--- src/rtl/alu_arbiter.sv ---
// Two-requester front end for a single shared combinational ALU with a one-entry response register.
// Define ALU_ARB_ROUND_ROBIN_EN for round-robin arbitration; otherwise requester 0 has fixed priority.
module alu_arbiter #(
  parameter int WIDTH = 32
) (
  input  logic             hz100,
  input  logic             reset,
  input  logic [1:0]       req_valid,
  input  logic [WIDTH-1:0] req0_a,
  input  logic [WIDTH-1:0] req0_b,
  input  logic [WIDTH-1:0] req1_a,
  input  logic [WIDTH-1:0] req1_b,
  input  logic [5:0]       req0_op,
  input  logic [5:0]       req1_op,
  output logic [1:0]       req_ready,
  output logic [WIDTH-1:0] alu_a,
  output logic [WIDTH-1:0] alu_b,
  output logic [5:0]       alu_op,
  input  logic [WIDTH-1:0] alu_result,
  input  logic             alu_negative,
  input  logic             alu_zero,
  output logic             resp_valid,
  input  logic             resp_ready,
  output logic             resp_id,
  output logic [WIDTH-1:0] resp_result,
  output logic             resp_negative,
  output logic             resp_zero,
  output logic             resp_err
);

  localparam logic [5:0] CU_ADD   = 6'd28;
  localparam logic [5:0] CU_AND   = 6'd37;
  localparam logic [5:0] CU_ERROR = 6'd38;

  typedef enum logic {IDLE = 1'b0, RESP = 1'b1} state_t;

  typedef struct packed {
    logic             id;
    logic [WIDTH-1:0] result;
    logic             negative;
    logic             zero;
    logic             err;
  } resp_t;

  state_t     state, state_nxt;
  resp_t      resp_q, resp_d;
  logic [1:0] grant;
  logic       gnt_id;
  logic       slot_free;
  logic       accept;
  logic       legal_op;

`ifdef ALU_ARB_ROUND_ROBIN_EN
  logic ptr;

  // On conflict the pointer picks the winner; it then points at the loser.
  always_comb begin
    grant = req_valid;
    if (req_valid == 2'b11) grant = ptr ? 2'b10 : 2'b01;
  end

  always_ff @(posedge hz100 or negedge reset) begin
    if (!reset)      ptr <= 1'b0;
    else if (accept) ptr <= ~gnt_id;
  end
`else
  always_comb begin
    grant = {req_valid[1] & ~req_valid[0], req_valid[0]};
  end
`endif

  assign gnt_id    = grant[1];
  assign slot_free = (state == IDLE) | resp_ready;
  // Gate with reset so nothing is offered while the block is held in reset.
  assign req_ready = grant & {2{slot_free & reset}};
  assign accept    = |req_ready;

  always_comb begin
    alu_a  = '0;
    alu_b  = '0;
    alu_op = CU_ERROR;
    if (accept) begin
      alu_a  = gnt_id ? req1_a  : req0_a;
      alu_b  = gnt_id ? req1_b  : req0_b;
      alu_op = gnt_id ? req1_op : req0_op;
    end
  end

  assign legal_op = (alu_op >= CU_ADD) && (alu_op <= CU_AND);

  // Illegal ops are consumed but report an error with all flags cleared.
  always_comb begin
    resp_d.id       = gnt_id;
    resp_d.result   = legal_op ? alu_result : '0;
    resp_d.negative = legal_op & alu_negative;
    resp_d.zero     = legal_op & alu_zero;
    resp_d.err      = ~legal_op;
  end

  always_comb begin
    state_nxt = state;
    case (state)
      IDLE:    if (accept) state_nxt = RESP;
      RESP:    if (resp_ready && !accept) state_nxt = IDLE;
      default: state_nxt = IDLE;
    endcase
  end

  always_ff @(posedge hz100 or negedge reset) begin
    if (!reset) state <= IDLE;
    else        state <= state_nxt;
  end

  always_ff @(posedge hz100 or negedge reset) begin
    if (!reset)      resp_q <= '0;
    else if (accept) resp_q <= resp_d;
  end

  assign resp_valid    = (state == RESP);
  assign resp_id       = resp_q.id;
  assign resp_result   = resp_q.result;
  assign resp_negative = resp_q.negative;
  assign resp_zero     = resp_q.zero;
  assign resp_err      = resp_q.err;

endmodule

--- config.mk ---
export PLATFORM = sky130hd
export DESIGN_NAME = alu_arbiter
export DESIGN_NICKNAME = d
export VERILOG_FILES = /design/src/rtl/alu_arbiter.sv
export SDC_FILE = /design/constraint.sdc
export NUM_CORES = 1
export LEC_CHECK = 0
export ABC_AREA = 1
export BUFFER_PORTS_ARGS = -buffer_cell sky130_fd_sc_hd__buf_4
export CORE_AREA = 2 2 113 115
export DETAILED_ROUTE_END_ITERATION = 16
export DIE_AREA = 0 0 115 117
export PLACE_DENSITY = 0.62
export SYNTH_ARGS = -nofsm -noshare
export SYNTH_HDL_FRONTEND = slang
export SYNTH_SLANG_ARGS = --single-unit
--- constraint.sdc ---
create_clock -name hz100 -period 1.3 [get_ports hz100]
set_input_delay 0.13 -clock hz100 [delete_from_list [all_inputs] [get_ports hz100]]
set_output_delay 0.13 -clock hz100 [all_outputs]
set_load 0.01 [all_outputs]
==> results of run 1 <==
critical path: stages (launching register included):
cell                       delay (ns)
sky130_fd_sc_hd__dfrtp_1         0.38
sky130_fd_sc_hd__nand2_2         0.08
sky130_fd_sc_hd__o211ai_1        0.14
sky130_fd_sc_hd__buf_6           0.20
sky130_fd_sc_hd__buf_12          0.16
sky130_fd_sc_hd__a21oi_2         0.11
sky130_fd_sc_hd__buf_4           0.13
state kept, by name, summed over array words and instances (netlist names):
signal         count
resp_zero          1
resp_err           1
resp_valid         1
resp_result       32
resp_negative      1
resp_id            1
cells in the mapped netlist (all sizes together):
master,instances,share of area [%]
clkinv,1,0.15
clkbuf,13,2.0
nor2,3,0.76
nand2,253,39
inv,6,0.91
buf,15,3.4
o211ai,1,0.30
nand4,1,0.25
o21ai,1,0.20
a21oi,68,14
dfrtp,37,38
nand3,8,1.8
routing by layer:
metal / GRT usage [%] / vias up
met1: 20.2 / 1805
met5: 0 / -
met4: 5.14 / 0
li1: - / 1924
met3: 3.66 / 15
met2: 33.6 / 168
metrics by stage:
step,hold slack [ns],power [mW]
floorplan,-0.166,2.30
global placement,-0.0611,3.48
detailed placement,-0.0594,3.51
CTS,0.0420,4.98
global route,0.0422,5.28
finish,0.0421,4.98
kinds of logic after synthesis:
| kind of cell | share of synthesized area (%) |
|---|---|
| DFF | 37.6 |
| and+or+nand+nor | 41.7 |
| buffers and inverters | 6.40 |
| AOI/OAI and AO/OA | 14.3 |
worst max-delay path by stage:
stage / from / endpoint / slack, ns
after floorplan: resp_valid / resp_negative / -0.03
after global placement: req_valid[0] / resp_result[25] / -0.11
after detailed placement: req_valid[0] / resp_result[21] / -0.16
after CTS: resp_valid / alu_a[15] / -0.32
after global routing: resp_valid / alu_b[24] / -0.42
final: resp_valid / alu_a[6] / -0.31
report_power, final:
| part | total [mW] | internal, mW | switching (mW) | leakage (nW) |
|---|---|---|---|---|
| Combinational | 2.30 | 1.29 | 1.02 | 2.63 |
| Clock | 1.19 | 0.752 | 0.440 | 0.0700 |
| Sequential | 1.49 | 1.36 | 0.125 | 0.475 |
| Total | 4.98 | 3.40 | 1.58 | 3.17 |
what timing repair did:
item                                   4_1_cts  5_1_grt
setup endpoints to repair                  107      108
resized for setup                           18       11
pin swaps                                    3        3
cloned                                       8        2
setup buffers                               10        3
endpoints found under the hold margin       37        0
hold buffers                                 1        0
cell type report:
| class | instances | area [µm²] | area share (%) |
|---|---|---|---|
| clock buffers | 7 | 143 | 2.42 |
| inverters | 7 | 26.3 | 0.445 |
| multi-input cells | 335 | 1700 | 28.8 |
| flip-flops and latches | 37 | 926 | 15.7 |
| well taps | 150 | 188 | 3.18 |
| repair buffers | 346 | 2920 | 49.4 |
==> metrics.yaml, run 1 <==
outcome: "finished, violations left"
failed_checks: "setup timing"
timing.rr.end: "resp_result[21]"
sequential_share_of_the_synthesized_area_pct: 37.6
synth.avg_cell_area_um2: 6.05
fin_util_pct: 47.9
routed_antenna_nets: 0
min-delay-path-class: "in2reg"
ioPinCount: 288
maxCapViolCount: 0
timing.final.max_slew_violations: 0
portBuffers: 287
cts.reportedPaths.clkPinSlew_ns: 0.06
report.final.setup_viol: 107
worst-slew-pin-transition_ns: 0.462
power.leakage_nw: 3.17
wl_met2_mm: 7.05
place_worst_setup_slack_ns: -0.157
timing.hold.worst_endpoint: "resp_result[18]"
holdCritStartpoint: "alu_result[18]"
num_vias: 3912
place.detailed.instances: 851
dpl_cell_area_um2: 5270
wl_met1_mm: 4.97
placementRows: 41
final_critical_path_setup_slack_ns: -0.315
timing.fmax_ghz: 0.619
wirelength_mm: 13.2
crit_type: "reg2out"
min_period_ns: 1.61
hold_viol: 0
initial_antenna_violation_count: 0
worst-endpoint-required_ns: 1.17
finish.net_count: 911
detail_route.drc_violations: 0
via_per_inst: 4.44
grt_max_degree: 60
synth.distinct_cells: 17
final_cell_mix: "sky130_fd_sc_hd__buf_4, sky130_fd_sc_hd__nand2_1, sky130_fd_sc_hd__a21oi_2"
dieArea_um2: 13500
count_of_filler_cells_inserted_in_the_layout: 1186
detail_route.iter0.violations: 146
firstDrtPassIters: 4
detailed_place_hpwl_mm: 9.79
gr-usage-all-layers_pct: 17.8
layout.cells.non_filler: 882
global_route.overflow_total: 0
worstSetupEndpointType: "output port"
max-vdd-ir-drop_mv: 0.847
yosys_warnings: 0
max_slew_margin_pct: 69.2
ff2ff_setup_slack_ns: -0.27
p_per_area_nw_per_um2: 845
place.gp.congestion: 0.835
synthesis.instances: 407
cts_num_sinks: 37
worst_skew_pair.late_latency_ns: 0.28
clock_tree.htree_level_count: 2
critPathLaunchType: "register"
crit_path_max_fanout: 13
worst_r2r_path_depth: 11
final.setup_skew_ns: 0.00498
postSynthRegisterBits: 37
most_frequent_standard_cell_in_the_layout_excluding_fill_and_tap_cells: "sky130_fd_sc_hd__buf_4"
max-clock-path-buffers: 2
design_area_um2: 5900
mappedNetlistArea_um2: 2460
floorplan.initialDensity_pct: 20.0
die-height_um: 117
grt_pass1_wl_mm: 18.7
cts_inserted_buffers: 5
count_of_inserted_antenna_diode_cells: 0
grt_pass1_vias: 3678
wl_per_cell_um: 15.0
rsz_0062_raised_after_global_routing: "yes"
routed.top_layer: "met4"
wl_met3_um: 937
crit_arrival_ns: 1.48
coreArea_um2: 12300
hold-path-cell-count: 3
tritoncts: "yes"
layout-drive-gt1-share_pct: 58.5
area_growth_syn_to_layout_pct: 140
worstReg2RegStart: "resp_valid"
syn_nets: 586
finalCritPeriodShare_pct: 124
die_x_um: 115
clk_root_buffer_cell: "sky130_fd_sc_hd__clkbuf_16"
finalSetupTns_ns: -28.33
Note: power is estimated with default switching activity, not from simulation.
==> run 2, diff against run 1 <==
- GPL_ROUTABILITY_DRIVEN: unset -> 0
- SKIP_CTS_REPAIR_TIMING: unset -> 1
==> metrics.yaml, run 2 (synthesized netlist as in run 1, its figures left out) <==
cts_inserted_buffers: 5  # unchanged
place_worst_setup_slack_ns: -0.157  # unchanged
via_per_inst: 4.47  # +0.68%
layout-drive-gt1-share_pct: 58.4  # -0.080 points
crit_type: "reg2out"
detail_route.drc_violations: 0  # unchanged
largest_register_ffs: 32  # unchanged
routed.top_layer: "met4"
firstDrtPassIters: 5  # +1
timing.fmax_ghz: 0.609  # -1.7%
final_cell_mix: "sky130_fd_sc_hd__buf_4, sky130_fd_sc_hd__nand2_1, sky130_fd_sc_hd__a21oi_2"
floorplan.initialDensity_pct: 20.0  # unchanged
hold_viol: 36  # +36
dieArea_um2: 13500  # unchanged
area_growth_syn_to_layout_pct: 137
routed_antenna_nets: 0  # unchanged
report.final.setup_viol: 108  # +0.93%
rsz_0062_raised_after_global_routing: "yes"
die-height_um: 117  # unchanged
cts_num_sinks: 37  # unchanged
power_mw: 4.94  # -0.98%
ff2ff_setup_slack_ns: -0.26  # about the same
worst-slew-pin-transition_ns: 0.468  # +0.00556 ns
grt_pass1_vias: 3466  # -5.8%
wl_met2_mm: 7.32  # +3.8%
grt_max_degree: 60  # unchanged
placementRows: 41  # unchanged
pwr-share-comb_pct: 45.9  # -0.3 points
max_slew_margin_pct: 68.8  # -0.37 points
clock_tree.htree_level_count: 2  # unchanged
num_vias: 3943  # +0.79%
worst-endpoint-required_ns: 1.17  # about the same
crit_path_max_fanout: 12  # -1
seq_power_share_pct: 30.2  # +0.4 points
portBuffers: 287  # unchanged
power.switching_fraction_pct: 32.0  # +0.20 points
worst_r2r_path_depth: 9  # -2
worstSetupEndpointType: "output port"
max-clock-path-buffers: 2  # unchanged
detail_route.iter0.violations: 164  # +12%
die_x_um: 115  # unchanged
initial_antenna_violation_count: 0  # unchanged
finish.net_count: 912  # +0.11%
worstReg2RegStart: "resp_valid"
count_of_inserted_antenna_diode_cells: 0  # unchanged
total_switching_power_mw: 1.58  # -0.34%
global_route.overflow_total: 0  # unchanged
p_per_area_nw_per_um2: 844  # about the same
crit_arrival_ns: 1.51  # +0.03 ns
coreArea_um2: 12300  # unchanged
clk_root_buffer_cell: "sky130_fd_sc_hd__clkbuf_16"
clkPwrFrac_pct: 24.0  # about the same
critPathLaunchType: "register"
most_frequent_standard_cell_in_the_layout_excluding_fill_and_tap_cells: "sky130_fd_sc_hd__buf_4"
gr-usage-all-layers_pct: 15.7  # -2.1 points
final.setup_skew_ns: 0.00387  # -0.00112 ns
min_period_ns: 1.64  # +0.0277 ns
grt_pass1_wl_mm: 16.9  # -9.7%
timing.rr.end: "resp_result[21]"
tritoncts: "yes"
internal_power_mw: 3.36  # -1.3%
wl_per_cell_um: 15.2  # +1.7%
max-vdd-ir-drop_mv: 0.897  # +5.8%
maxCapViolCount: 0  # unchanged
wl_met1_mm: 5.00  # +0.73%
wirelength_mm: 13.4  # +1.8%
finalCritPeriodShare_pct: 126  # +2.1 points
finalHoldWorstSlack_ns: -0.0474  # -0.0895 ns
min-delay-path-class: "in2async"
power.leakage_nw: 3.16  # -0.37%
cts.reportedPaths.clkPinSlew_ns: 0.05  # about the same
timing.final.max_slew_violations: 0  # unchanged
detailed_place_hpwl_mm: 9.79  # unchanged
count_of_filler_cells_inserted_in_the_layout: 1196  # +0.84%
failed_checks: "hold timing, setup timing"
final_critical_path_setup_slack_ns: -0.343  # -0.0277 ns
outcome: "finished, violations left"
worst_skew_pair.late_latency_ns: 0.27  # about the same
wl_met3_um: 956  # +2.0%
ioPinCount: 288  # unchanged
## run 2: cell count changes in the layout (fill, tap and decap cells not counted), sizes merged
| cell | before | now |
|---|---|---|
| buf | 342 | 339 |
| bufbuf | 2 | 0 |
| clkbuf | 8 | 14 |
## run 2: per-layer routing
layer | global-route usage (%) | vias up
met4 | 4.10 | 0
met5 | 0 | -
li1 | - | 1924
met2 | 28.9 | 171
met1 | 18.5 | 1840
met3 | 3.35 | 8
## run 2: power by group through the flow
| stage | combinational, mW | clock, mW | sequential [mW] |
|---|---|---|---|
| after global placement | 1.98 | 0 | 1.49 |
| after global routing | 2.44 | 1.26 | 1.52 |
| after detailed placement | 2.02 | 0 | 1.49 |
| after floorplan | 0.713 | 0 | 1.59 |
| final | 2.26 | 1.18 | 1.49 |
| after CTS | 2.02 | 1.22 | 1.49 |
## run 2: per-stage QoR
stage	instance area, µm²	utilization, %	std cells	TNS [ns]
2_1_floorplan	2770	-	407	-1.80
3_3_place_gp	5270	42.8	851	-6.47
3_5_place_dp	5270	42.8	851	-9.87
4_1_cts	5410	44.0	858	-29.32
5_1_grt	5850	47.5	883	-37.55
6_report	5850	47.5	883	-28.08
## run 2: worst max-delay path by stage
stage	start	endpoint	cells after the start
finish	resp_valid	alu_a[14]	6
global route	resp_valid	alu_a[31]	6
CTS	resp_valid	alu_b[31]	6
detailed placement	req_valid[0]	resp_result[21]	11
floorplan	resp_valid	resp_negative	9
global placement	req_valid[0]	resp_result[25]	11
## run 2: area by class of cell
cell class | count | area [µm²] | area share (%)
clock buffer | 7 | 143 | 2.44
inverter | 7 | 26.3 | 0.449
multi-input combinational | 335 | 1680 | 28.8
sequential | 37 | 926 | 15.8
tap | 150 | 188 | 3.21
timing repair buffer | 347 | 2880 | 49.3
## run 2: worst max-delay path, cell delays in order, from the launching register on
cell and delay, ns:
sky130_fd_sc_hd__dfrtp_1 0.38, sky130_fd_sc_hd__nand2_2 0.09, sky130_fd_sc_hd__o211ai_1 0.15, sky130_fd_sc_hd__buf_6 0.20, sky130_fd_sc_hd__clkbuf_16 0.18, sky130_fd_sc_hd__a21oi_2 0.11
sky130_fd_sc_hd__buf_4 0.13
